`src/rtl/wvb_pkg.sv`:
```
// Shared constants and state encoding for the DPRAM drain block.
// Latency: n/a (declarations only).
// Backpressure: n/a.
package wvb_pkg;

  localparam int DPRAM_LINE_W   = 128;
  localparam int STREAM_W       = 16;
  localparam int WORDS_PER_LINE = 8;
  localparam int WORD_IDX_W     = $clog2(WORDS_PER_LINE);

  // Drain controller states
  typedef enum logic [1:0] {
    S_IDLE   = 2'd0,
    S_WAIT   = 2'd1,
    S_STREAM = 2'd2,
    S_DONE   = 2'd3
  } drain_state_t;

  // Number of 16-bit words the DPRAM can hold for a given line address width
  function automatic logic [31:0] f_capacity(input int adr_w);
    return 32'(WORDS_PER_LINE) << adr_w;
  endfunction

endpackage

```
`src/rtl/wvb_dpram_drain_if.sv`:
```
// 16-bit valid/ready stream from the drain toward the MCU-facing FIFO.
// Latency: n/a (wires only).
// Backpressure: m_ready from the slave; master holds m_data/m_last while stalled.
interface wvb_dpram_drain_if;

  logic [wvb_pkg::STREAM_W-1:0] m_data;
  logic                         m_valid;
  logic                         m_last;
  logic                         m_ready;

  modport master (
    output m_data,
    output m_valid,
    output m_last,
    input  m_ready
  );

  modport slave (
    input  m_data,
    input  m_valid,
    input  m_last,
    output m_ready
  );

endinterface

```
`src/rtl/line_serializer.sv`:
```
// Holds one 128-bit DPRAM line and presents it one 16-bit word at a time, word 0 first.
// Latency: a loaded line appears on o_data the cycle after i_load.
// Backpressure: the word index only moves on i_adv, so o_data holds while the consumer stalls.
module line_serializer
  import wvb_pkg::*;
(
  input  logic                    clk,
  input  logic                    rst_n,
  input  logic                    i_load,
  input  logic [DPRAM_LINE_W-1:0] i_line,
  input  logic                    i_adv,
  output logic [WORD_IDX_W-1:0]   o_word_idx,
  output logic [STREAM_W-1:0]     o_data
);

  logic [DPRAM_LINE_W-1:0] r_line;
  logic [WORD_IDX_W-1:0]   r_word_idx;

  // Capture a fresh line once the DPRAM read data has settled
  always_ff @(posedge clk or negedge rst_n) begin
    if (!rst_n) begin
      r_line <= '0;
    end else if (i_load) begin
      r_line <= i_line;
    end
  end

  // Word pointer restarts on every new line and steps on each accepted word
  always_ff @(posedge clk or negedge rst_n) begin
    if (!rst_n) begin
      r_word_idx <= '0;
    end else if (i_load) begin
      r_word_idx <= '0;
    end else if (i_adv) begin
      r_word_idx <= r_word_idx + WORD_IDX_W'(1);
    end
  end

  assign o_word_idx = r_word_idx;
  assign o_data     = r_line[STREAM_W*r_word_idx +: STREAM_W];

endmodule

```
`src/rtl/wvb_dpram_drain.sv`:
```
// Drains dpram_len 16-bit words from the 128-bit DPRAM onto a valid/ready stream after dpram_run.
// Latency: first word P_RD_LATENCY+2 cycles after run; P_RD_LATENCY+1 bubble cycles per line boundary.
// Backpressure: m_ready low freezes the stream word, m_last and all transfer state.
module wvb_dpram_drain
  import wvb_pkg::*;
#(
  parameter int P_DPRAM_ADR_WIDTH = 8,
  parameter int P_RD_LATENCY      = 2   // must be 1 or more
) (
  input  logic                         clk,
  input  logic                         rst_n,
  input  logic                         dpram_run,
  input  logic [15:0]                  dpram_len,
  output logic                         dpram_busy,
  output logic                         dpram_mode,
  input  logic                         cfg_mode,
  output logic [P_DPRAM_ADR_WIDTH-1:0] dpram_rd_addr,
  input  logic [DPRAM_LINE_W-1:0]      dpram_rd_data,
  wvb_dpram_drain_if.master            m_if,
  input  logic                         err_clr,
  output logic                         err_len,
  output logic                         err_overrun,
  output logic [31:0]                  xfer_cnt
);

  localparam logic [31:0] LP_CAP    = f_capacity(P_DPRAM_ADR_WIDTH);
  localparam int          LP_WCNT_W = $clog2(P_RD_LATENCY + 1);

  drain_state_t                 r_state;
  drain_state_t                 w_state_nxt;
  logic [15:0]                  r_rem;
  logic [LP_WCNT_W-1:0]         r_wcnt;
  logic [P_DPRAM_ADR_WIDTH-1:0] r_addr;
  logic                         r_valid;
  logic                         r_mode;
  logic                         r_err_len;
  logic                         r_err_ovr;
  logic [31:0]                  r_xfer_cnt;

  logic                         w_start;
  logic                         w_start_zero;
  logic                         w_capture;
  logic                         w_advance;
  logic                         w_line_end;
  logic                         w_finish;
  logic                         w_hs;
  logic                         w_len_over;
  logic                         w_busy;
  logic [WORD_IDX_W-1:0]        w_word_idx;
  logic [STREAM_W-1:0]          w_data;

  // The valid register is only ever set in S_STREAM, so a handshake implies that state
  assign w_hs       = r_valid && m_if.m_ready;
  assign w_len_over = 32'(dpram_len) > LP_CAP;
  assign w_busy     = (r_state != S_IDLE);

  // State register
  always_ff @(posedge clk or negedge rst_n) begin
    if (!rst_n) begin
      r_state <= S_IDLE;
    end else begin
      r_state <= w_state_nxt;
    end
  end

  // Next-state decode and one-cycle control strobes for the datapath
  always_comb begin
    w_state_nxt  = r_state;
    w_start      = 1'b0;
    w_start_zero = 1'b0;
    w_capture    = 1'b0;
    w_advance    = 1'b0;
    w_line_end   = 1'b0;
    w_finish     = 1'b0;
    case (r_state)
      S_IDLE: begin
        if (dpram_run) begin
          if (dpram_len == 16'd0) begin
            w_start_zero = 1'b1;
            w_state_nxt  = S_DONE;
          end else begin
            w_start     = 1'b1;
            w_state_nxt = S_WAIT;
          end
        end
      end
      S_WAIT: begin
        if (r_wcnt == LP_WCNT_W'(P_RD_LATENCY)) begin
          w_capture   = 1'b1;
          w_state_nxt = S_STREAM;
        end
      end
      S_STREAM: begin
        if (w_hs) begin
          if (r_rem == 16'd1) begin
            w_finish    = 1'b1;
            w_state_nxt = S_IDLE;
          end else if (w_word_idx == WORD_IDX_W'(WORDS_PER_LINE - 1)) begin
            w_line_end  = 1'b1;
            w_state_nxt = S_WAIT;
          end else begin
            w_advance = 1'b1;
          end
        end
      end
      S_DONE: begin
        w_finish    = 1'b1;
        w_state_nxt = S_IDLE;
      end
      default: begin
        w_state_nxt = S_IDLE;
      end
    endcase
  end

  // Remaining-word count: clamped to capacity at start, one less per accepted word
  always_ff @(posedge clk or negedge rst_n) begin
    if (!rst_n) begin
      r_rem <= '0;
    end else if (w_start) begin
      r_rem <= w_len_over ? LP_CAP[15:0] : dpram_len;
    end else if (w_hs) begin
      r_rem <= r_rem - 16'd1;
    end
  end

  // Read-latency counter: restarts whenever a new line address is issued
  always_ff @(posedge clk or negedge rst_n) begin
    if (!rst_n) begin
      r_wcnt <= '0;
    end else if (w_start || w_line_end) begin
      r_wcnt <= '0;
    end else if ((r_state == S_WAIT) && !w_capture) begin
      r_wcnt <= r_wcnt + LP_WCNT_W'(1);
    end
  end

  // Line address: zero at start, next line after the eighth word; clamping keeps it from wrapping
  always_ff @(posedge clk or negedge rst_n) begin
    if (!rst_n) begin
      r_addr <= '0;
    end else if (w_start) begin
      r_addr <= '0;
    end else if (w_line_end) begin
      r_addr <= r_addr + P_DPRAM_ADR_WIDTH'(1);
    end
  end

  // Stream valid: raised when a line lands, dropped only on a handshake that empties the line or transfer
  always_ff @(posedge clk or negedge rst_n) begin
    if (!rst_n) begin
      r_valid <= 1'b0;
    end else if (w_capture) begin
      r_valid <= 1'b1;
    end else if (w_finish || w_line_end) begin
      r_valid <= 1'b0;
    end
  end

  // Mode bit follows the host only while idle, so the writer sees it frozen during a transfer
  always_ff @(posedge clk or negedge rst_n) begin
    if (!rst_n) begin
      r_mode <= 1'b0;
    end else if (r_state == S_IDLE) begin
      r_mode <= cfg_mode;
    end
  end

  // Sticky error flags; a new error in the same cycle as the clear is kept
  always_ff @(posedge clk or negedge rst_n) begin
    if (!rst_n) begin
      r_err_len <= 1'b0;
      r_err_ovr <= 1'b0;
    end else begin
      if (w_start && w_len_over) begin
        r_err_len <= 1'b1;
      end else if (err_clr) begin
        r_err_len <= 1'b0;
      end
      if (dpram_run && w_busy) begin
        r_err_ovr <= 1'b1;
      end else if (err_clr) begin
        r_err_ovr <= 1'b0;
      end
    end
  end

  // Completed-transfer counter, free-running wrap
  always_ff @(posedge clk or negedge rst_n) begin
    if (!rst_n) begin
      r_xfer_cnt <= '0;
    end else if (w_finish) begin
      r_xfer_cnt <= r_xfer_cnt + 32'd1;
    end
  end

  line_serializer u_line_serializer (
    .clk        (clk),
    .rst_n      (rst_n),
    .i_load     (w_capture),
    .i_line     (dpram_rd_data),
    .i_adv      (w_advance),
    .o_word_idx (w_word_idx),
    .o_data     (w_data)
  );

  assign dpram_busy    = w_busy;
  assign dpram_mode    = r_mode;
  assign dpram_rd_addr = r_addr;
  assign err_len       = r_err_len;
  assign err_overrun   = r_err_ovr;
  assign xfer_cnt      = r_xfer_cnt;

  assign m_if.m_data   = w_data;
  assign m_if.m_valid  = r_valid;
  assign m_if.m_last   = r_valid && (r_rem == 16'd1);

endmodule

```
`src/flat_wrapper.sv`:
```
// flat-port wrapper written by rule: the top's interface ports become plain ports
module wvb_dpram_drain_flat import wvb_pkg::*;
#(
  parameter int P_DPRAM_ADR_WIDTH = 8,
  parameter int P_RD_LATENCY      = 2                       
)
  (clk, rst_n, dpram_run, dpram_len, dpram_busy, dpram_mode, cfg_mode, dpram_rd_addr, dpram_rd_data, err_clr, err_len, err_overrun, xfer_cnt, m_if_m_data, m_if_m_valid, m_if_m_last, m_if_m_ready);
  wvb_dpram_drain_if m_if_i ();
  input  logic clk;
  input  logic rst_n;
  input  logic dpram_run;
  input  logic [15:0] dpram_len;
  output logic dpram_busy;
  output logic dpram_mode;
  input  logic cfg_mode;
  output logic [P_DPRAM_ADR_WIDTH-1:0] dpram_rd_addr;
  input  logic [DPRAM_LINE_W-1:0] dpram_rd_data;
  input  logic err_clr;
  output logic err_len;
  output logic err_overrun;
  output logic [31:0] xfer_cnt;
  output wire logic [$bits(m_if_i.m_data)-1:0] m_if_m_data;
  output wire logic [$bits(m_if_i.m_valid)-1:0] m_if_m_valid;
  output wire logic [$bits(m_if_i.m_last)-1:0] m_if_m_last;
  input wire logic [$bits(m_if_i.m_ready)-1:0] m_if_m_ready;
  assign m_if_m_data = m_if_i.m_data;
  assign m_if_m_valid = m_if_i.m_valid;
  assign m_if_m_last = m_if_i.m_last;
  assign m_if_i.m_ready = m_if_m_ready;
  wvb_dpram_drain #(.P_DPRAM_ADR_WIDTH(P_DPRAM_ADR_WIDTH), .P_RD_LATENCY(P_RD_LATENCY)) u_core (.clk(clk), .rst_n(rst_n), .dpram_run(dpram_run), .dpram_len(dpram_len), .dpram_busy(dpram_busy), .dpram_mode(dpram_mode), .cfg_mode(cfg_mode), .dpram_rd_addr(dpram_rd_addr), .dpram_rd_data(dpram_rd_data), .m_if(m_if_i), .err_clr(err_clr), .err_len(err_len), .err_overrun(err_overrun), .xfer_cnt(xfer_cnt));
endmodule
```
`config.mk`:
```
export PLATFORM = sky130hd
export DESIGN_NAME = wvb_dpram_drain_flat
export DESIGN_NICKNAME = d
export VERILOG_FILES = /design/src/rtl/wvb_pkg.sv /design/src/rtl/wvb_dpram_drain_if.sv /design/src/rtl/line_serializer.sv /design/src/rtl/wvb_dpram_drain.sv /design/src/flat_wrapper.sv
export SDC_FILE = /design/constraint.sdc
export NUM_CORES = 1
export LEC_CHECK = 0
export CAP_MARGIN = 10
export CORE_MARGIN = 3
export CORE_UTILIZATION = 31
export CTS_CLUSTER_SIZE = 25
export DETAILED_ROUTE_END_ITERATION = 8
export SETUP_SLACK_MARGIN = 0.02
export SLEW_MARGIN = 40
export SYNTH_ARGS = -nofsm -noshare
export SYNTH_HDL_FRONTEND = slang
export SYNTH_SLANG_ARGS = --single-unit
```
`constraint.sdc`:
```
create_clock -name clk -period 3.34 [get_ports clk]
set_input_delay 0.668 -clock clk [delete_from_list [all_inputs] [get_ports clk]]
set_output_delay 0.668 -clock clk [all_outputs]
set_load 0.005 [all_outputs]
```
==> impl_metrics.toml, run 1 <==
[run_status]
status = "complete, no violations"

[placed_design]
routabilityCongestion = 0.795
placed_area_sq_um = 11700
dpl.hpwl_mm = 17.7
portBuffers = 211

[synth]
seq_area_frac_synth = 0.537
synthFlopType = "dfrtp_1"
yosys_warnings = 0
synth_area_sq_um = 9090
ys_seq_elements = 195
syn_avg_cell_area_sq_um = 9.79
synth.net_count = 1086
ys_types = 48
syn_inst = 929
synth_edf_count = 0
synthArstFlopShare = 1.00

[flow_run]
drv_cap = 0

[cells_and_area]
layout_commonest_cell = "nand2_1"
antenna_cells = 0
syn_to_final_growth_pct = 35.0
nets = 1285
final_util = 0.426
layout_common_cells = "nand2_1, clkdlybuf4s50_1, dfrtp_1"
post-route-cell-area_sq_um = 12300
n_fill_cell = 2788
drive_gt1_frac = 0.0973

[timing]
tns_ps = 0
setup_viol = 0
post-route-period-util = 0.930
max_freq_ghz = 0.322
finalCriticalPeriod_ps = 3110
hold_viol = 0
hold_ws_ps = 266
slew_headroom = 0.551
skew_ps = 18.8
worst_slew_pin_slew_ps = 673
slew_violations = 0
rsz0062_at_grt = "no"

[route]
wl_per_cell_um = 16.2
drc = 0
vias = 7099
dr.pass1.iters = 7
postRouteWirelength_mm = 24.7
via_per_inst = 4.66
initialDrtViolationCount = 455
ant_nets = 0

[global_routing]
antenna_found_initial = 1
grt_use_total = 0.160
grt_pass1_vias = 7334
overflow = 0
grt_pass1_wl_mm = 39.5
grt_start_max_net_pins = 79

[cts]
h-tree-depth = 4
cts_made_buffers = 17
path_clk_slew_ps = 70
holdBufCountCts = 0
cts_tree = "done"
clock_latency_ps = 430
ctsResizeCount = 0
cts.path.max_buffers = 2
post-cts-setup-buffers = 0
cts_sinks = 195
cts-root-buf = "clkbuf_16"

[floorplan]
io_pins = 212
die_x_um = 177
rows = 62
design.die.area_sq_um = 31400
start_util = 0.316
core-area_sq_um = 28800
die_y_um = 177

[critical_path]
crit_arrival_ps = 2440
critPathMaxFanout = 13
regToRegStartpoint = "u_core.u_line_serializer.o_word_idx[1]$_DFFE_PN0P_"
required_ps = 2670
rr_worst_depth = 6
critPathKind = "register to primary output"
end_kind = "primary output"
start_kind = "register"
reg2reg_slack_ps = 900
reg2reg_to = "u_core.dpram_rd_addr[6]$_DFFE_PN0P_"

[power_and_ir_drop]
p_leak_nw = 5.41
max-vdd-ir-drop_mv = 0.368
power.density_nw_per_um2 = 763
p_total_mw = 9.37

[hold_path]
hold_path_class = "input port to async pin"
[metal layers]
layer  GRT usage  wire (um)  vias to the layer above
met1       0.213      10900                     3411
met4      0.0340        223                        2
met3      0.0502       1830                       14
met2       0.259      11800                      194
met5           0         14                        -
li1            -          -                     3478
[Yosys cell counts, types with 7 or more instances]
master | count | share of area
nand2_1 | 405 | 0.17
inv_1 | 14 | 0.0058
xnor2_1 | 20 | 0.019
dfrtp_1 | 195 | 0.54
mux2_2 | 17 | 0.021
buf_2 | 8 | 0.0044
xor2_1 | 28 | 0.027
nand4_1 | 10 | 0.0069
nor3_1 | 18 | 0.0099
o2bb2ai_1 | 10 | 0.0096
nor2_1 | 26 | 0.011
mux4_2 | 32 | 0.079
a21oi_1 | 8 | 0.0044
o21ai_0 | 8 | 0.0044
ha_1 | 7 | 0.0096
clkbuf_1 | 37 | 0.015
nand3_1 | 20 | 0.011
nor4_1 | 12 | 0.0083
[worst max-delay path, cell delays in order, from the launching register on]
cell             delay (ps)
dfrtp_2                 530
buf_4                   320
mux4_2                  370
mux2_2                  280
clkdlybuf4s50_1         510
[sequential cells by signal, summed over array words and instances, names as in the netlist]
| register | count |
|---|---|
| u_core.r_state | 2 |
| u_core.dpram_mode | 1 |
| u_core.err_overrun | 1 |
| u_core.m_if.m_valid | 1 |
| u_core.r_wcnt | 2 |
| u_core.u_line_serializer.r_line | 128 |
| u_core.xfer_cnt | 32 |
| u_core.err_len | 1 |
| u_core.u_line_serializer.o_word_idx | 3 |
| u_core.dpram_rd_addr | 8 |
| u_core.r_rem | 16 |
[through the flow]
stage                     cells  setup slack, ps
final                      1525              232
after global routing       1525             93.8
after CTS                  1524              190
after detailed placement   1492              632
after global placement     1492              575
after floorplan             929              961
[cells by family (layout without fill, tap and decap cells)]
kind of cell,after synthesis,after routing,synth area share
buffers and inverters,63,275,0.0288
multiplexers,53,53,0.105
AND/OR/NAND/NOR,520,520,0.240
flip-flops,195,195,0.537
adder cells (fa/ha/maj),7,7,0.00963
AO/OA/AOI/OAI,43,43,0.0338
XOR/XNOR,48,48,0.0462
[where the power goes]
part	switching (mW)	internal [mW]	leakage (nW)
logic	1.74	1.76	2.77
clock network	1.02	0.997	0.274
registers	0.574	3.27	2.37
total	3.34	6.03	5.41
[cell type report]
class | count | area, sq um | area share
Clock buffer | 18 | 429 | 0.0350
Clock inverter | 14 | 144 | 0.0117
Inverter | 14 | 52.6 | 0.00428
Multi-Input combinational cell | 671 | 3970 | 0.323
Sequential cell | 195 | 4880 | 0.398
Tap cell | 384 | 480 | 0.0391
Timing Repair Buffer | 229 | 2320 | 0.189
[worst max-delay path by stage]
stage / startpoint / to / slack, ps / cells after the start
3_3_place_gp: m_if_m_ready / u_core.xfer_cnt[7]$_DFFE_PN0P_ / 580 / 7
5_1_grt: u_core.r_rem[4]$_DFFE_PN0P_ / m_if_m_last / 90 / 5
6_report: u_core.u_line_serializer.o_word_idx[1]$_DFFE_PN0P_ / m_if_m_data[5] / 230 / 4
4_1_cts: u_core.u_line_serializer.o_word_idx[1]$_DFFE_PN0P_ / m_if_m_data[5] / 190 / 4
3_5_place_dp: dpram_len[15] / u_core.dpram_rd_addr[0]$_DFFE_PN0P_ / 630 / 8
2_1_floorplan: u_core.u_line_serializer.o_word_idx[0]$_DFFE_PN0P_ / m_if_m_data[10] / 960 / 4
Power figures use the tool's default switching activity.
==> run 2, diff against run 1 <==
CORE_ASPECT_RATIO = 1.5   (was unset)
==> run 2 against run 1 <==
Combinational power is 2% lower. Utilization down 0.066 points. Critical path type unchanged. Clock skew decreased by 8.2 ps. Non-clock buffer count unchanged. Global-route usage rose by 0.39 points. Maximum frequency decreased by 0.56%. Register-to-register slack better by 100 ps. Highest routed layer unchanged.
==> impl_metrics.toml, run 2 (synthesis results as in run 1) <==
[critical_path]
critPathKind = "register to primary output"
crit_slowest_cell = "mux4_2"
path_buf_inv = 2
start_kind = "register"
cpPeakStageDelay_ps = 570
crit_arrival_ps = 2460
end_kind = "primary output"
critPathMaxFanout = 34
cp_top_family = "multiplexers"
crit_chain = "buf_12, mux4_2, mux2_2, clkdlybuf4s50_1"
required_ps = 2670

[power_and_ir_drop]
power.density_nw_per_um2 = 757
max-vdd-ir-drop_mv = 0.337
p_leak_nw = 5.41
p_total_mw = 9.29

[cells_and_area]
drive_gt1_frac = 0.0982
layout_commonest_cell = "nand2_1"
regMostFlops = "u_core.u_line_serializer.r_line"
seq_area_sq_um = 4880
final_util = 0.426
syn_to_final_growth_pct = 34.9
multiInputGateArea_sq_um = 3970
nets = 1285
layout_common_cells = "nand2_1, clkdlybuf4s50_1, dfrtp_1"
n_fill_cell = 2805
largest_register_ffs = 128

[cts]
h-tree-depth = 4
path_clk_slew_ps = 70
cts.path.max_buffers = 2
clock_latency_ps = 440
cts-root-buf = "clkbuf_16"
cts_tree = "done"
cts_made_buffers = 17
post-cts-setup-buffers = 0
cts_sinks = 195
ctsResizeCount = 0
holdBufCountCts = 0

[floorplan]
die_y_um = 216
start_util = 0.316
io_pins = 212
die_x_um = 146
design.die.area_sq_um = 31500
core-area_sq_um = 28800
rows = 76

[run_status]
status = "complete, no violations"

[route]
via_per_inst = 4.71
wl_per_cell_um = 16.6
initialDrtViolationCount = 370
postRouteWirelength_mm = 25.4
ant_nets = 0
drc = 0
vias = 7221
dr.pass1.iters = 6

[global_routing]
overflow = 0
antenna_found_initial = 2
grt_use_total = 0.164
grt_pass1_wl_mm = 41.0
grt_start_max_net_pins = 83
grt_pass1_vias = 7439

[timing]
tns_ps = 0
slew_violations = 0
hold_viol = 0
finalCriticalPeriod_ps = 3120
hold_ws_ps = 246
post-route-period-util = 0.936
rsz0062_at_grt = "no"
max_freq_ghz = 0.320
slew_headroom = 0.484
setup_viol = 0
worst_slack_ps = 215
skew_ps = 10.6
worst_slew_pin_slew_ps = 774

[hold_path]
hold_path_class = "input port to async pin"

[placed_design]
portBuffers = 211
routabilityCongestion = 0.820
dpl.hpwl_mm = 18.4
pre_cts_ws_ps = 420

[flow_run]
drv_cap = 0
## run 2: cell count changes in the layout (fill, tap and decap cells not counted), sizes merged
cell,change
clkinvlp,-1
diode,+2
clkbuf,+1
## run 2: layout make-up
| type | instances | share of cell area |
|---|---|---|
| clock inverters | 13 | 0.00948 |
| multi-input cells | 671 | 0.324 |
| diodes | 2 | 0.000408 |
| flip-flops and latches | 195 | 0.398 |
| clock buffers | 19 | 0.0369 |
| inverters | 14 | 0.00428 |
| repair buffers | 229 | 0.188 |
| well taps | 390 | 0.0398 |
## run 2: worst reg2reg max path, delay by kind of cell (launching register included)
kind	cells	cell delay (ps)
xor+xnor	1	180
simple gates	3	940
flops	1	420
buf+inv	2	440
compound gates	1	300
## run 2: where the power goes
group / leakage, nW / internal, mW / switching [mW] / total, mW
clock network: 0.281 / 1.02 / 0.984 / 2.01
registers: 2.37 / 3.27 / 0.566 / 3.84
logic: 2.76 / 1.73 / 1.71 / 3.44
## run 2: per-stage QoR
stage | cells | cell area [sq um]
global placement | 1499 | 11700
floorplan | 929 | 9090
finish | 1533 | 12300
CTS | 1531 | 12300
detailed placement | 1499 | 11700
global route | 1532 | 12300
## run 2: path summary, 6_finish.rpt
| kind | startpoint | end | slack [ps] | depth (start not counted) |
|---|---|---|---|---|
| max reg2reg | u_core.r_rem[4]$_DFFE_PN0P_ | u_core.xfer_cnt[31]$_DFFE_PN0P_ | 1000 | 7 |
| min reg2reg | u_core.xfer_cnt[31]$_DFFE_PN0P_ | u_core.xfer_cnt[31]$_DFFE_PN0P_ | 460 | 1 |
| min | rst_n | u_core.u_line_serializer.r_line[59]$_DFFE_PN0P_ | 250 | 1 |
| min in group clk | u_core.xfer_cnt[31]$_DFFE_PN0P_ | u_core.xfer_cnt[31]$_DFFE_PN0P_ | 460 | 1 |
| max in group asynchronous | rst_n | u_core.xfer_cnt[3]$_DFFE_PN0P_ | 2330 | 2 |
| max | u_core.u_line_serializer.o_word_idx[0]$_DFFE_PN0P_ | m_if_m_data[2] | 220 | 4 |
## run 2: per-layer routing
metal	up-vias	part of all wire	routed length, um	GRT usage
met1	3532	0.43	10900	0.208
met2	181	0.51	13000	0.286
met5	-	0.00063	16	0
met3	19	0.047	1180	0.0319
li1	3487	-	-	-
met4	2	0.012	317	0.0475
==> run 3, diff against run 2 <==
GPL_TIMING_DRIVEN = 0   (was unset)
PLACE_DENSITY_LB_ADDON = 0.08   (was unset)
==> run 3 against run 2 <==
Non-clock buffer count increased by 32. Maximum frequency decreased by 3.1%. Critical path type unchanged. First-iteration DRC count decreased by 28%. Routed wire length increased by 12%.
==> impl_metrics.toml, run 3 (synthesis results as in run 1) <==
[cts]
cts_sinks = 195
cts_made_buffers = 17
path_clk_slew_ps = 80
holdBufCountCts = 0
clock_latency_ps = 440
cts.path.max_buffers = 2
h-tree-depth = 4
post-cts-setup-buffers = 0
cts_tree = "done"
cts-root-buf = "clkbuf_16"

[floorplan]
die_y_um = 216
rows = 76
io_pins = 212
start_util = 0.316
core-area_sq_um = 28800
die_x_um = 146
design.die.area_sq_um = 31500

[timing]
slew_headroom = 0.509
rsz0062_at_grt = "no"
worst_slew_pin_slew_ps = 737
hold_ws_ps = 135
post-route-period-util = 0.966
skew_ps = 10.2
slew_violations = 0
max_freq_ghz = 0.310
hold_viol = 0
finalCriticalPeriod_ps = 3230
setup_viol = 0
worst_slack_ps = 115

[cells_and_area]
syn_to_final_growth_pct = 36.8
layout_commonest_cell = "nand2_1"
regMostFlops = "u_core.u_line_serializer.r_line"
layout_common_cells = "nand2_1, clkdlybuf4s50_1, dfrtp_1"
n_fill_cell = 2889
antenna_cells = 0
drive_gt1_frac = 0.0904
nets = 1317
largest_register_ffs = 128

[critical_path]
crit_path_start = "u_core.u_line_serializer.o_word_idx[0]$_DFFE_PN0P_"
end_kind = "primary output"
crit_arrival_ps = 2560
critPathMaxFanout = 10
crit_chain = "clkbuf_4, buf_8, mux4_2, mux2_2, clkdlybuf4s50_1"
cpPeakStageDelay_ps = 570
crit_slowest_cell = "mux4_2"
start_kind = "register"
required_ps = 2670
critPathKind = "register to primary output"
regToRegStartpoint = "u_core.r_wcnt[0]$_DFFE_PN0P_"

[power_and_ir_drop]
max-vdd-ir-drop_mv = 0.358
power.density_nw_per_um2 = 781
p_leak_nw = 5.48
p_total_mw = 9.71

[run_status]
status = "complete, no violations"

[placed_design]
pre_cts_ws_ps = 107
routabilityCongestion = 0.800
portBuffers = 211
dpl.hpwl_mm = 21.6

[route]
wl_met3_mm = 1.07
initialDrtViolationCount = 267
wl_per_cell_um = 18.3
vias = 7303
ant_nets = 0
drc = 0
dr.pass1.iters = 6
postRouteWirelength_mm = 28.6
top_layer_used = "met4"
dr_wl_met2_mm = 15.2
via_per_inst = 4.68
routedLengthMet1_mm = 11.9

[global_routing]
grt_use_total = 0.185
overflow = 0
antenna_found_initial = 0
grt_pass1_vias = 7724
grt_start_max_net_pins = 70
grt_pass1_wl_mm = 44.8

[flow_run]
drv_cap = 0

[hold_path]
hold_path_class = "input port to async pin"
-- run 3: layer usage --
layer	vias up	global-route usage
li1	3537	-
met1	3570	0.223
met2	176	0.339
met3	20	0.0332
met4	0	0.0494
met5	-	0
-- run 3: worst paths after layout --
| path | cells past startpoint | end | slack [ps] |
|---|---|---|---|
| max reg2reg | 8 | u_core.u_line_serializer.r_line[83]$_DFFE_PN0P_ | 830 |
| min | 1 | u_core.r_rem[2]$_DFFE_PN0P_ | 130 |
| max in group asynchronous | 3 | u_core.u_line_serializer.r_line[66]$_DFFE_PN0P_ | 2070 |
| max | 5 | m_if_m_data[13] | 110 |
| min reg2reg | 1 | u_core.xfer_cnt[31]$_DFFE_PN0P_ | 470 |
| min in group clk | 1 | u_core.xfer_cnt[31]$_DFFE_PN0P_ | 470 |
-- run 3: through the flow --
stage / std cells / util / TNS, ps / cell area (sq um)
final: 1562 / 0.432 / 0 / 12400
after global routing: 1562 / 0.432 / 0 / 12400
after CTS: 1563 / 0.431 / 0 / 12400
after detailed placement: 1532 / 0.408 / 0 / 11800
after global placement: 1530 / 0.406 / -1403140 / 11700
after floorplan: 929 / - / 0 / 9090
-- run 3: power breakdown --
part           leakage (nW)  switching (mW)  total [mW]  internal (mW)
registers              2.37           0.551        3.82           3.27
clock network         0.309           0.953        2.27           1.32
logic                  2.80            1.87        3.62           1.75
-- run 3: layout make-up --
type / instances / area [sq um] / share of cell area
plain buffers: 48 / 253 / 0.0203
repair buffers: 213 / 2170 / 0.175
inverters: 14 / 52.6 / 0.00422
flip-flops and latches: 195 / 4880 / 0.392
well taps: 390 / 488 / 0.0392
clock buffers: 20 / 467 / 0.0375
clock inverters: 11 / 175 / 0.0141
multi-input cells: 671 / 3950 / 0.318
-- run 3: worst max-delay path, delay by kind of cell (launching register included) --
kind / cells / cell delay [ps]
buffers and inverters: 3 / 890
flip-flops: 1 / 360
multiplexers: 2 / 870
-- run 3: repair_timing --
action | CTS | global route
resized for setup | 14 | 4
pin swaps | 0 | 0
gates cloned | 0 | 0
setup endpoints to repair | 16 | 8
